`src/rtl/add8_err_pkg.sv`:
```
// Shared widths, the per-sample error record and helpers for the add8 error monitor.
// W is fixed at 8 because the record layout and popcount9 are sized for a 9-bit sum.
package add8_err_pkg;

  localparam int W         = 8;
  localparam int DEF_CNT_W = 17;
  localparam int DEF_ACC_W = 40;
  localparam int SQ_W      = 2 * W + 2;
  localparam int HD_W      = 4;

  typedef struct packed {
    logic [W:0]      exact;
    logic [W:0]      abs_err;
    logic [SQ_W-1:0] sq_err;
    logic [HD_W-1:0] hd;
    logic            nz;
  } err_sample_t;

  function automatic logic [HD_W-1:0] popcount9(input logic [W:0] v);
    logic [HD_W-1:0] n;
    n = '0;
    for (int i = 0; i <= W; i++) begin
      n = n + HD_W'(v[i]);
    end
    return n;
  endfunction

endpackage

```
`src/rtl/add8_err_stage.sv`:
```
// First pipeline stage: exact sum, error magnitude, square and Hamming distance,
// registered together with a valid flag. flush_i drops whatever is held.
module add8_err_stage
  import add8_err_pkg::*;
(
  input  logic        clk,
  input  logic        rst,
  input  logic        flush_i,
  input  logic        valid_i,
  input  logic [W-1:0] a_i,
  input  logic [W-1:0] b_i,
  input  logic [W:0]  o_i,
  output err_sample_t sample_o,
  output logic        valid_o
);

  logic [W:0]   exact;
  logic [W+1:0] err;
  logic [W+1:0] err_neg;
  logic [W:0]   abs_err;
  err_sample_t  sample_d;
  err_sample_t  sample_q;
  logic         valid_q;

  always_comb begin
    exact   = {1'b0, a_i} + {1'b0, b_i};
    // Two's-complement difference in W+2 bits; the MSB is the sign.
    err     = {1'b0, o_i} - {1'b0, exact};
    err_neg = '0 - err;
    abs_err = err[W+1] ? err_neg[W:0] : err[W:0];

    sample_d         = '0;
    sample_d.exact   = exact;
    sample_d.abs_err = abs_err;
    sample_d.sq_err  = SQ_W'(abs_err) * SQ_W'(abs_err);
    sample_d.hd      = popcount9(o_i ^ exact);
    sample_d.nz      = (err != '0);
  end

  always_ff @(posedge clk) begin
    if (rst || flush_i) begin
      valid_q  <= 1'b0;
      sample_q <= '0;
    end else begin
      valid_q  <= valid_i;
      sample_q <= sample_d;
    end
  end

  assign sample_o = sample_q;
  assign valid_o  = valid_q;

endmodule

```
`src/rtl/add8_err_monitor.sv`:
```
// Streaming error-statistics engine for 8-bit approximate adders: a two-stage
// pipeline whose second stage folds each sample into saturating counters.
module add8_err_monitor
  import add8_err_pkg::*;
#(
  parameter int CNT_W = DEF_CNT_W,
  parameter int ACC_W = DEF_ACC_W
) (
  input  logic             clk,
  input  logic             rst,
  input  logic             clear,
  input  logic             in_valid,
  output logic             in_ready,
  input  logic [W-1:0]     in_a,
  input  logic [W-1:0]     in_b,
  input  logic [W:0]       in_o,
  output logic             busy,
  output logic [CNT_W-1:0] sample_cnt,
  output logic [CNT_W-1:0] err_cnt,
  output logic [ACC_W-1:0] sum_abs_err,
  output logic [ACC_W-1:0] sum_sq_err,
  output logic [ACC_W-1:0] sum_hd,
  output logic [W:0]       wce,
  output logic             sat
);

  // One spare bit above the widest operand catches every overflow.
  localparam int SW  = ((ACC_W > SQ_W) ? ACC_W : SQ_W) + 1;
  localparam int CSW = CNT_W + 1;

  err_sample_t      s1;
  logic             s1_valid;
  logic             s2_valid_q;
  logic [CNT_W-1:0] sample_cnt_q, sample_cnt_d;
  logic [CNT_W-1:0] err_cnt_q, err_cnt_d;
  logic [W:0]       wce_q, wce_d;
  logic             sat_q, sat_d;
  logic [CSW-1:0]   smp_sum, err_sum;
  logic [SQ_W-1:0]  acc_inc [3];
  logic [ACC_W-1:0] acc_out [3];
  logic [2:0]       acc_ovf;
  logic             unused_exact;

  assign in_ready = !(clear || rst);

  add8_err_stage u_stage (
    .clk      (clk),
    .rst      (rst),
    .flush_i  (clear),
    .valid_i  (in_valid && in_ready),
    .a_i      (in_a),
    .b_i      (in_b),
    .o_i      (in_o),
    .sample_o (s1),
    .valid_o  (s1_valid)
  );

  assign unused_exact = ^s1.exact;

  assign acc_inc[0] = SQ_W'(s1.abs_err);
  assign acc_inc[1] = s1.sq_err;
  assign acc_inc[2] = SQ_W'(s1.hd);

  genvar gi;
  generate
    for (gi = 0; gi < 3; gi++) begin : g_acc
      logic [SW-1:0]    sum;
      logic             ovf;
      logic [ACC_W-1:0] acc_d;
      logic [ACC_W-1:0] acc_q;

      always_comb begin
        sum   = SW'(acc_q) + SW'(acc_inc[gi]);
        ovf   = s1_valid && (sum[SW-1:ACC_W] != '0);
        acc_d = acc_q;
        if (s1_valid) begin
          acc_d = ovf ? '1 : sum[ACC_W-1:0];
        end
      end

      always_ff @(posedge clk) begin
        if (rst || clear) begin
          acc_q <= '0;
        end else begin
          acc_q <= acc_d;
        end
      end

      assign acc_out[gi] = acc_q;
      assign acc_ovf[gi] = ovf;
    end
  endgenerate

  always_comb begin
    sample_cnt_d = sample_cnt_q;
    err_cnt_d    = err_cnt_q;
    wce_d        = wce_q;
    sat_d        = sat_q;
    smp_sum      = {1'b0, sample_cnt_q} + CSW'(1);
    err_sum      = {1'b0, err_cnt_q} + CSW'(s1.nz);
    if (s1_valid) begin
      sample_cnt_d = smp_sum[CSW-1] ? '1 : smp_sum[CNT_W-1:0];
      err_cnt_d    = err_sum[CSW-1] ? '1 : err_sum[CNT_W-1:0];
      if (s1.abs_err > wce_q) begin
        wce_d = s1.abs_err;
      end
      sat_d = sat_q || smp_sum[CSW-1] || err_sum[CSW-1] || (acc_ovf != '0);
    end
  end

  always_ff @(posedge clk) begin
    if (rst || clear) begin
      sample_cnt_q <= '0;
      err_cnt_q    <= '0;
      wce_q        <= '0;
      sat_q        <= 1'b0;
      s2_valid_q   <= 1'b0;
    end else begin
      sample_cnt_q <= sample_cnt_d;
      err_cnt_q    <= err_cnt_d;
      wce_q        <= wce_d;
      sat_q        <= sat_d;
      s2_valid_q   <= s1_valid;
    end
  end

  assign busy        = s1_valid || s2_valid_q;
  assign sample_cnt  = sample_cnt_q;
  assign err_cnt     = err_cnt_q;
  assign sum_abs_err = acc_out[0];
  assign sum_sq_err  = acc_out[1];
  assign sum_hd      = acc_out[2];
  assign wce         = wce_q;
  assign sat         = sat_q;

endmodule

```
`config.mk`:
```
export PLATFORM = sky130hd
export DESIGN_NAME = add8_err_monitor
export DESIGN_NICKNAME = d
export VERILOG_FILES = /design/src/rtl/add8_err_pkg.sv /design/src/rtl/add8_err_stage.sv /design/src/rtl/add8_err_monitor.sv
export SDC_FILE = /design/constraint.sdc
export NUM_CORES = 1
export LEC_CHECK = 0
export CORE_AREA = 2 2 162 164
export CTS_CLUSTER_DIAMETER = 150
export DETAILED_ROUTE_END_ITERATION = 6
export DIE_AREA = 0 0 164 166
export PLACE_DENSITY_LB_ADDON = 0.25
export SYNTH_ARGS = -nofsm -noshare
export SYNTH_HDL_FRONTEND = slang
export SYNTH_SLANG_ARGS = --single-unit
```
`constraint.sdc`:
```
create_clock -name clk -period 10.5 [get_ports clk]
set_input_delay 1.05 -clock clk [delete_from_list [all_inputs] [get_ports clk]]
set_output_delay 1.05 -clock clk [all_outputs]
set_load 0.005 [all_outputs]
```
==> results of run 1 <==
-- through the flow --
step,std cells,area [um^2]
floorplan,1450,12600
global placement,1926,14800
detailed placement,1926,14800
CTS,1958,15400
global route,1958,15400
finish,1958,15400
-- routing by layer --
metal	wire length [um]	global-route usage [%]	up-vias
li1	-	-	5410
met1	14500	31.3	5161
met2	14500	37.6	195
met3	1230	3.15	23
met4	313	4.54	0
met5	0	0	-
-- worst min-delay path by stage --
stage | startpoint | slack [ns] | to
final | wce[3]$_SDFFE_PN0P_ | 0.48 | wce[3]$_SDFFE_PN0P_
after CTS | wce[2]$_SDFFE_PN0P_ | 0.49 | wce[2]$_SDFFE_PN0P_
after global placement | wce[6]$_SDFFE_PN0P_ | 0.46 | wce[6]$_SDFFE_PN0P_
after global routing | wce[5]$_SDFFE_PN0P_ | 0.51 | wce[5]$_SDFFE_PN0P_
after floorplan | u_stage.sample_o[25]$_SDFF_PN0_ | 0.46 | wce[2]$_SDFFE_PN0P_
after detailed placement | wce[2]$_SDFFE_PN0P_ | 0.48 | wce[2]$_SDFFE_PN0P_
-- area by class of cell --
class	instances	area [um^2]	area share [%]
clock buffer	19	453	2.94
tap	335	419	2.73
timing repair buffer	203	2010	13.1
inverter	116	435	2.83
multi-input combinational	1076	7980	51.9
clock inverter	13	159	1.03
sequential	196	3930	25.5
-- kinds of logic after synthesis --
kind of cell	after synthesis	share of synthesized area, %
compound gates	367	18.8
xor+xnor	135	9.54
fa+ha+maj	143	16.8
buf+inv	178	5.51
flops	196	31.2
mux	15	1.19
simple gates	416	17.0
-- power groups by stage --
stage          Clock [mW]  Combinational, mW  Sequential, mW
2_1_floorplan           0               3.22           0.818
6_report            0.673               3.90           0.810
5_1_grt             0.716               4.57           0.813
4_1_cts             0.688               3.93           0.809
3_3_place_gp            0               3.76           0.827
3_5_place_dp            0               3.89           0.827
-- tightest hold or removal path: stages, from the launching register on --
cell	delay, ns
dfxtp_1	0.33
nand2_1	0.06
mux2i_1	0.05
-- cells in the mapped netlist (all sizes together), types with 13 or more instances --
master and n:
a21oi 141, nand3 44, fa 43, inv 115
nor3 28, a21o 19, nand4 28, and2 15
and3 26, nand2 83, or2 13, clkbuf 45
nor2 118, xor2 90, a31oi 35, o21ai 65
and4 17, mux2i 15, dfxtp 196, o21a 14
xnor2 45, ha 100, buf 17
-- flip-flops by register name, summed over array words and instances, names as in the netlist, 9 cells and up --
register	flops
wce	9
err_cnt	17
sample_cnt	17
u_stage.sample_o	30
sum_hd	40
sum_abs_err	40
sum_sq_err	40
==> metrics.log, run 1 <==
[metrics] R2R Path End: sat$_SDFFE_PN0P_
[metrics] net count after synthesis: 1622
[metrics] type of the tightest min-delay check: reg -> reg
[metrics] switching power: 2.51 mW
[metrics] sw frac: 46.5%
[metrics] count of pins over their slew limit: 0
[metrics] CP delay by family, top: adder cells
[metrics] worst slew pin tran: 1.03 ns
[metrics] Register-to-Register Setup Slack: 7.05 ns
[metrics] deepest clock path buffer count: 2
[metrics] share of synthesized area occupied by flip-flops and latches: 31.2%
[metrics] Place WS: 1.69 ns
[metrics] number of enable-type register cells in the synthesized netlist: 0
[metrics] pin count of the biggest net entering global routing: 91
[metrics] status: complete, no violations
[metrics] count of input and output buffers: 194
[metrics] Post-Route WL: 30.5 mm
[metrics] post-detailed-placement half-perimeter wirelength: 22.7 mm
[metrics] Inserted Clock Buffers: 17
[metrics] post-synth cell types: 85
[metrics] net count reported at finish: 1782
[metrics] primary flip-flop cell chosen by synthesis mapping: dfxtp_1
[metrics] dominant cells by area after synthesis: dfxtp_1, ha_1, fa_1
[metrics] all-layer global routing usage: 22.6%
[metrics] end-of-flow core utilization: 60.0%
[metrics] worst endpoint data arrival time: 8.69 ns
[metrics] CP Depth: 33
[metrics] count of nets left with antenna violations after detail routing: 0
[metrics] number of DRC markers after the initial detailed-route iteration: 720
[metrics] first-pass GRT wire length: 50.9 mm
[metrics] CP endpoint: u_stage.sample_o[22]$_SDFF_PN0_
[metrics] min cycle time layout: 8.38 ns
[metrics] cell taking the most area after synthesis: dfxtp_1
[metrics] buffer and inverter count on the worst path: 5
[metrics] Clock power frac: 12.5%
[metrics] placer's final routability congestion estimate: 0.846
[metrics] area of the die: 27200 um^2
[metrics] ports placed on the boundary: 195
[metrics] peak supply drop: 533 uV
[metrics] effective utilization at floorplan: 49.2%
[metrics] register share of total power: 15.0%
[metrics] worst setup path category: in -> reg
[metrics] crit share post-route: 79.8%
[metrics] Post-CTS Setup Inserts: 0
[metrics] clock insertion delay at the later pin of the skew report: 0.44 ns
[metrics] number of synthesized register bits: 196
[metrics] Initial DRT Pass Iterations: 5
[metrics] unrepaired setup endpoints after global routing: false
[metrics] final setup margin: 2.12 ns
[metrics] source of the critical timing path: in_a[0]
[metrics] Setup TNS Final: 0 ns
[metrics] vias post-DR: 10.8k
[metrics] highest-count cells in the layout ignoring fill and taps: dfxtp_1, clkdlybuf4s50_1, a21oi_1
[metrics] remaining max-slew budget at the tightest pin: 31.0%
[metrics] startpoint kind of the worst setup timing path: primary input
[metrics] max frequency: 119 MHz
[metrics] final worst clock skew: 0.0149 ns
[metrics] overall overflow remaining after global route: 0
[metrics] power per cell area: 350 nW/um^2
[metrics] kind of capture point of the worst setup path: flip-flop
[metrics] final setup violating endpoints: 0
[metrics] reg-to-reg startpoint: u_stage.sample_o[5]$_SDFF_PN0_
[metrics] CTS tree: done
[metrics] Int Pwr: 2.88 mW
[metrics] share of flip-flops with an asynchronous set or reset: 0%
[metrics] Layout area overhead: 22.1%
[metrics] sink count of the clock tree: 196
[metrics] hold buffer count at CTS: 0
[metrics] vias per cell: 5.51
[metrics] netlist area before placement: 12600 um^2
[metrics] number of remaining DRC errors: 0
[metrics] CTS H-Tree Depth: 4
[metrics] Resized Gates After CTS: 0
[metrics] diode insertion count for antenna repair: 0
[metrics] number of placement rows: 59
[metrics] floorplan core area: 25600 um^2
[metrics] initial antenna violation count: 0
[metrics] combinational group share of total power: 72.5%
[metrics] die width: 164 um
[metrics] layout cells sized above 1: 5.55%
[metrics] filler cell count: 2241
[metrics] CTS root buffer: clkbuf_16
[metrics] height of the chip: 166 um
[metrics] number of hold-slack violations in the final timing report: 0
[metrics] area share of the largest cell type after synthesis: 31.2%
[metrics] warning count from the yosys run: 0
[metrics] Syn Area/Cell: 8.69 um^2
[metrics] Clock transition at path regs: 0.08 ns
[metrics] count of max-cap constraint violations: 0
[metrics] cell with the largest stage delay on the worst path: fa_1
[metrics] Final Power: 5.39 mW
[metrics] cell depth of the worst flop-to-flop path: 12
[metrics] Hold WS: 0.484 ns
[metrics] average wire length per cell after detail routing: 15.6 um
[metrics] stage delay of the slowest cell on the critical path: 0.58 ns
[metrics] most frequent standard cell in the layout excluding fill and tap cells: dfxtp_1
[metrics] Post-Synthesis Cells: 1450
[metrics] Hold Path Depth: 2
[metrics] Required @ worst endpoint: 10.81 ns
[metrics] P_leak: 6.06 nW
[metrics] critical-path maximum fanout: 13
[metrics] via count of the first global-routing pass: 10.4k
Note: power is estimated with default switching activity, not from simulation.
==> run 2, diff against run 1 <==
==> constraint.sdc (replaced) <==
create_clock -name clk -period 8.6 [get_ports clk]
set_input_delay 0.86 -clock clk [delete_from_list [all_inputs] [get_ports clk]]
set_output_delay 0.86 -clock clk [all_outputs]
set_load 0.005 [all_outputs]
==> run 2 against run 1 <==
Non-clock buffer count up 3; sequential share of layout area down 0.095 points; wire length decreased by 0.21%; cell count grew 0.15%; largest power group unchanged; sequential power increased by 22%; worst hold slack got worse by 0.0052 ns; combinational power up 23%; register-to-register slack got worse by 1.9 ns.
==> metrics.log, run 2 (same netlist as run 1, synthesis figures left out) <==
[metrics] Register-to-Register Setup Slack: 5.13 ns
[metrics] pin count of the biggest net entering global routing: 91
[metrics] peak supply drop: 498 uV
[metrics] sw frac: 46.4%
[metrics] diode insertion count for antenna repair: 0
[metrics] max frequency: 124 MHz
[metrics] R2R Path End: sat$_SDFFE_PN0P_
[metrics] kind of capture point of the worst setup path: flip-flop
[metrics] source of the critical timing path: in_a[0]
[metrics] CTS root buffer: clkbuf_16
[metrics] startpoint kind of the worst setup timing path: primary input
[metrics] cell with the largest stage delay on the worst path: fa_1
[metrics] register share of total power: 14.9%
[metrics] number of placement rows: 59
[metrics] floorplan core area: 25600 um^2
[metrics] remaining max-slew budget at the tightest pin: 37.4%
[metrics] number of remaining DRC errors: 0
[metrics] Post-Route WL: 30.4 mm
[metrics] reg-to-reg startpoint: u_stage.sample_o[5]$_SDFF_PN0_
[metrics] CP delay by family, top: adder cells
[metrics] count of max-cap constraint violations: 0
[metrics] min cycle time layout: 8.06 ns
[metrics] height of the chip: 166 um
[metrics] CP Depth: 32
[metrics] average wire length per cell after detail routing: 15.5 um
[metrics] overall overflow remaining after global route: 0
[metrics] area of the die: 27200 um^2
[metrics] total instance count after detailed placement: 1929
[metrics] vias per cell: 5.55
[metrics] number of DRC markers after the initial detailed-route iteration: 620
[metrics] Clock power frac: 12.8%
[metrics] buffer and inverter count on the worst path: 6
[metrics] Required @ worst endpoint: 8.91 ns
[metrics] dominant cell type by count on the critical path: fa_1
[metrics] clock insertion delay at the later pin of the skew report: 0.44 ns
[metrics] dpl cell area: 14800 um^2
[metrics] placer's final routability congestion estimate: 0.885
[metrics] combinational group share of total power: 72.4%
[metrics] type of the tightest min-delay check: reg -> reg
[metrics] cell depth of the worst flop-to-flop path: 12
[metrics] layout cells sized above 1: 5.90%
[metrics] Clock transition at path regs: 0.08 ns
[metrics] hold buffer count at CTS: 0
[metrics] first-pass GRT wire length: 51.0 mm
[metrics] count of nets left with antenna violations after detail routing: 0
[metrics] count of pins over their slew limit: 0
[metrics] Initial DRT Pass Iterations: 5
[metrics] sink count of the clock tree: 196
[metrics] final setup violating endpoints: 0
[metrics] Hold Path Depth: 2
[metrics] post-route design area: 15400 um^2
[metrics] all-layer global routing usage: 22.5%
[metrics] status: complete, no violations
[metrics] Inserted Clock Buffers: 17
[metrics] stage delay of the slowest cell on the critical path: 0.54 ns
[metrics] CTS H-Tree Depth: 4
[metrics] deepest clock path buffer count: 2
[metrics] worst slew pin tran: 0.939 ns
[metrics] CP endpoint: u_stage.sample_o[22]$_SDFF_PN0_
[metrics] crit share post-route: 93.7%
[metrics] via count of the first global-routing pass: 10.5k
[metrics] power per cell area: 430 nW/um^2
[metrics] Int Pwr: 3.55 mW
[metrics] highest-count cells in the layout ignoring fill and taps: dfxtp_1, clkdlybuf4s50_1, a21oi_1
[metrics] Post-CTS Setup Inserts: 0
[metrics] most frequent standard cell in the layout excluding fill and tap cells: dfxtp_1
[metrics] effective utilization at floorplan: 49.2%
[metrics] post-route insts no fill: 1961
[metrics] switching power: 3.08 mW
[metrics] P_leak: 6.08 nW
[metrics] number of hold-slack violations in the final timing report: 0
[metrics] critical-path maximum fanout: 14
[metrics] initial antenna violation count: 0
[metrics] worst setup path category: in -> reg
[metrics] count of input and output buffers: 194
[metrics] vias post-DR: 10.9k
[metrics] Layout area overhead: 22.6%
[metrics] worst endpoint data arrival time: 8.37 ns
[metrics] ports placed on the boundary: 195
[metrics] net count reported at finish: 1785
[metrics] post-detailed-placement half-perimeter wirelength: 22.6 mm
[metrics] CTS tree: done
[metrics] die width: 164 um
[metrics] final worst clock skew: 0.0173 ns
==> run 2: power groups by stage <==
stage | registers (mW) | logic, mW | clock network, mW
floorplan | 0.998 | 3.94 | 0
global placement | 1.01 | 4.62 | 0
detailed placement | 1.01 | 4.75 | 0
CTS | 0.988 | 4.83 | 0.867
global route | 0.991 | 5.61 | 0.898
finish | 0.988 | 4.80 | 0.846
==> run 2: worst min-delay path by stage <==
stage	start	endpoint	slack, ns
floorplan	u_stage.sample_o[25]$_SDFF_PN0_	wce[2]$_SDFFE_PN0P_	0.46
global placement	wce[6]$_SDFFE_PN0P_	wce[6]$_SDFFE_PN0P_	0.46
global route	err_cnt[11]$_SDFFE_PN0P_	err_cnt[11]$_SDFFE_PN0P_	0.50
CTS	wce[6]$_SDFFE_PN0P_	wce[6]$_SDFFE_PN0P_	0.48
finish	wce[6]$_SDFFE_PN0P_	wce[6]$_SDFFE_PN0P_	0.48
detailed placement	wce[6]$_SDFFE_PN0P_	wce[6]$_SDFFE_PN0P_	0.47
==> run 2: worst min-delay path: cells and delay by family, from the launching register on <==
kind	cells	cell delay (ns)
mux	1	0.05
flops	1	0.33
simple gates	1	0.05
==> run 2: per-stage QoR <==
step	total power, mW	util [%]	setup TNS [ns]	worst slack, ns	hold WS (ns)
floorplan	4.93	-	0	1.01	0.458
global placement	5.62	57.7	0	0.212	0.459
detailed placement	5.75	57.7	-0.00115	-0.00115	0.468
CTS	6.68	60.2	0	0.429	0.480
global route	7.50	60.3	-0.00290	-0.00290	0.501
finish	6.64	60.3	0	0.539	0.479
==> run 2: what timing repair did <==
action | in CTS | in global routing
endpoints found under the hold margin | 0 | 0
resized for setup | 0 | 3
endpoints found under the setup margin | 0 | 2
==> run 2: area by class of cell <==
class / instances / area, um^2
Fill cell: 2278 / 10200
Tap cell: 335 / 419
Multi-Input combinational cell: 1076 / 7990
Timing Repair Buffer: 206 / 2030
Sequential cell: 196 / 3930
Inverter: 116 / 435
Clock inverter: 15 / 210
Clock buffer: 17 / 425
==> run 2: layer usage <==
layer | wire length [um] | track usage (%) | vias to the layer above | share of wire, %
li1 | - | - | 5416 | -
met1 | 14200 | 30.4 | 5203 | 47
met2 | 14700 | 38.2 | 233 | 48
met3 | 1080 | 2.60 | 30 | 3.6
met4 | 460 | 5.84 | 0 | 1.5
met5 | 0 | 0 | - | 0
==> run 3, diff against run 2 <==
--- a/config.mk
+++ b/config.mk
@@ -5,10 +5,11 @@
 export SDC_FILE = /design/constraint.sdc
 export NUM_CORES = 1
 export LEC_CHECK = 0
-export CORE_AREA = 2 2 162 164
+export CORE_AREA = 3 3 163 165
+export CTS_BUF_LIST = sky130_fd_sc_hd__clkbuf_4
 export CTS_CLUSTER_DIAMETER = 150
 export DETAILED_ROUTE_END_ITERATION = 6
-export DIE_AREA = 0 0 164 166
+export DIE_AREA = 0 0 166 168
 export PLACE_DENSITY_LB_ADDON = 0.25
 export SYNTH_ARGS = -nofsm -noshare
 export SYNTH_HDL_FRONTEND = slang
==> run 3 against run 2 <==
Wire length down 0.14%; sequential cell count unchanged; utilization down 0.28 points; worst setup slack better by 0.055 ns; die area up 2.4%; sequential power about the same; non-clock buffer count up 1; register-to-register slack worse by 0.20 ns; critical path depth down 1.
==> metrics.log, run 3 (same netlist as run 1, synthesis figures left out) <==
[metrics] max frequency: 125 MHz
[metrics] status: complete, no violations
[metrics] combinational group share of total power: 76.5%
[metrics] deepest clock path buffer count: 2
[metrics] floorplan core area: 25200 um^2
[metrics] worst endpoint data arrival time: 8.51 ns
[metrics] number of remaining DRC errors: 0
[metrics] height of the chip: 168 um
[metrics] vias post-DR: 10.9k
[metrics] Initial DRT Pass Iterations: 5
[metrics] end-of-flow core utilization: 60.0%
[metrics] Final Power: 6.36 mW
[metrics] remaining max-slew budget at the tightest pin: 34.9%
[metrics] layout cells sized above 1: 5.84%
[metrics] reg-to-reg startpoint: u_stage.sample_o[5]$_SDFF_PN0_
[metrics] initial antenna violation count: 2
[metrics] cell with the largest stage delay on the worst path: fa_1
[metrics] cell depth of the worst flop-to-flop path: 12
[metrics] clock insertion delay at the later pin of the skew report: 0.60 ns
[metrics] switching power: 3.07 mW
[metrics] Int Pwr: 3.29 mW
[metrics] Layout area overhead: 19.9%
[metrics] ports placed on the boundary: 195
[metrics] min cycle time layout: 8.01 ns
[metrics] effective utilization at floorplan: 50.0%
[metrics] count of max-cap constraint violations: 0
[metrics] number of hold-slack violations in the final timing report: 0
[metrics] post-route insts no fill: 1958
[metrics] register share of total power: 15.6%
[metrics] CP endpoint: u_stage.sample_o[21]$_SDFF_PN0_
[metrics] overall overflow remaining after global route: 0
[metrics] die width: 166 um
[metrics] Clock power frac: 8.0%
[metrics] Clock transition at path regs: 0.17 ns
[metrics] Required @ worst endpoint: 9.11 ns
[metrics] sink count of the clock tree: 196
[metrics] crit share post-route: 93.1%
[metrics] highest-count cells in the layout ignoring fill and taps: dfxtp_1, clkdlybuf4s50_1, a21oi_1
[metrics] dominant cell type by count on the critical path: fa_1
[metrics] vias per cell: 5.54
[metrics] first-pass GRT wire length: 51.4 mm
[metrics] most frequent standard cell in the layout excluding fill and tap cells: dfxtp_1
[metrics] Post-Route WL: 30.4 mm
[metrics] count of pins over their slew limit: 0
[metrics] type of the tightest min-delay check: reg -> reg
[metrics] number of placement rows: 58
[metrics] CTS tree: done
[metrics] source of the critical timing path: in_a[0]
[metrics] peak supply drop: 711 uV
[metrics] kind of capture point of the worst setup path: flip-flop
[metrics] FF+latch area: 3930 um^2
[metrics] startpoint kind of the worst setup timing path: primary input
[metrics] via count of the first global-routing pass: 10.5k
[metrics] pin count of the biggest net entering global routing: 95
[metrics] stage delay of the slowest cell on the critical path: 0.54 ns
[metrics] net count reported at finish: 1786
[metrics] hold buffer count at CTS: 0
[metrics] all-layer global routing usage: 21.6%
[metrics] average wire length per cell after detail routing: 15.5 um
[metrics] sw frac: 48.3%
[metrics] P_leak: 5.94 nW
[metrics] R2R Path End: sum_abs_err[36]$_SDFFE_PN0P_
[metrics] final worst clock skew: 0.0331 ns
[metrics] count of nets left with antenna violations after detail routing: 0
[metrics] number of DRC markers after the initial detailed-route iteration: 704
[metrics] Register-to-Register Setup Slack: 4.93 ns
[metrics] placer's final routability congestion estimate: 0.911
[metrics] area of the die: 27900 um^2
[metrics] power per cell area: 421 nW/um^2
[metrics] critical-path maximum fanout: 11
[metrics] Inserted Clock Buffers: 17
[metrics] CTS root buffer: clkbuf_4
[metrics] worst setup path category: in -> reg
[metrics] filler cell count: 2275
[metrics] CTS H-Tree Depth: 4
[metrics] count of input and output buffers: 194
[metrics] final setup violating endpoints: 0
[metrics] total instance count after detailed placement: 1925
[metrics] unrepaired setup endpoints after global routing: false
[metrics] post-detailed-placement half-perimeter wirelength: 23.1 mm
[metrics] area occupied by multi-input gates: 7980 um^2
[metrics] worst slew pin tran: 0.977 ns
[run 3: changes by cell type in the layout (fill, tap and decap cells not counted), moves of 2 or more]
cell,previous run,this run
clkbuf_16,17,0
clkbuf_4,0,17
clkinv_4,1,3
clkinv_8,4,2
[run 3: worst min-delay path by stage]
stage                                               start                       end  depth (start not counted)
after floorplan           u_stage.sample_o[25]$_SDFF_PN0_       wce[2]$_SDFFE_PN0P_                          2
after global placement           err_cnt[13]$_SDFFE_PN0P_  err_cnt[13]$_SDFFE_PN0P_                          1
after detailed placement              wce[7]$_SDFFE_PN0P_       wce[7]$_SDFFE_PN0P_                          2
after CTS                             wce[7]$_SDFFE_PN0P_       wce[7]$_SDFFE_PN0P_                          2
after global routing                  wce[4]$_SDFFE_PN0P_       wce[4]$_SDFFE_PN0P_                          2
final                                 wce[4]$_SDFFE_PN0P_       wce[4]$_SDFFE_PN0P_                          2
[run 3: repair_timing]
action | in CTS | in global routing
gates resized for setup | 0 | 1
setup buffers | 0 | 0
setup endpoints to repair | 0 | 1
[run 3: power groups by stage]
| stage | clock [mW] | combinational, mW | sequential, mW |
|---|---|---|---|
| floorplan | 0 | 3.94 | 0.998 |
| global placement | 0 | 4.64 | 1.01 |
| detailed placement | 0 | 4.85 | 1.01 |
| CTS | 0.521 | 4.87 | 0.990 |
| global route | 0.552 | 5.70 | 0.993 |
| finish | 0.506 | 4.86 | 0.990 |
[run 3: worst max-delay path: cells and delay by family]
| kind | cells | cell delay, ns |
|---|---|---|
| buffers and inverters | 3 | 0.50 |
| multiplexers | 1 | 0.22 |
| XOR/XNOR | 1 | 0.15 |
| AND/OR/NAND/NOR | 8 | 1.59 |
| AO/OA/AOI/OAI | 10 | 1.89 |
| adder cells (fa/ha/maj) | 8 | 3.28 |
[run 3: metal layers]
| metal | share of wire (%) | track usage, % | vias to the layer above |
|---|---|---|---|
| met4 | 1.6 | 5.32 | 2 |
| li1 | - | - | 5427 |
| met3 | 4.0 | 3.29 | 29 |
| met5 | 0.043 | 0 | - |
| met2 | 47 | 36.2 | 219 |
| met1 | 47 | 29.5 | 5173 |
[run 3: layout make-up]
| cell class | instances | share of cell area (%) |
|---|---|---|
| clock buffers | 17 | 0.845 |
| flip-flops and latches | 196 | 26.0 |
| well taps | 330 | 2.73 |
| inverters | 116 | 2.88 |
| clock inverters | 15 | 1.12 |
| multi-input cells | 1076 | 52.8 |
| repair buffers | 207 | 13.6 |
| diodes | 1 | 0.0166 |
[run 3: through the flow]
stage / setup WS, ns / instance area (um^2) / setup TNS [ns] / hold slack (ns)
2_1_floorplan: 1.01 / 12600 / 0 / 0.458
3_3_place_gp: 0.185 / 14800 / 0 / 0.459
3_5_place_dp: -0.0221 / 14800 / -0.0221 / 0.475
4_1_cts: 0.595 / 15100 / 0 / 0.496
5_1_grt: 0.0147 / 15100 / 0 / 0.516
6_report: 0.594 / 15100 / 0 / 0.490
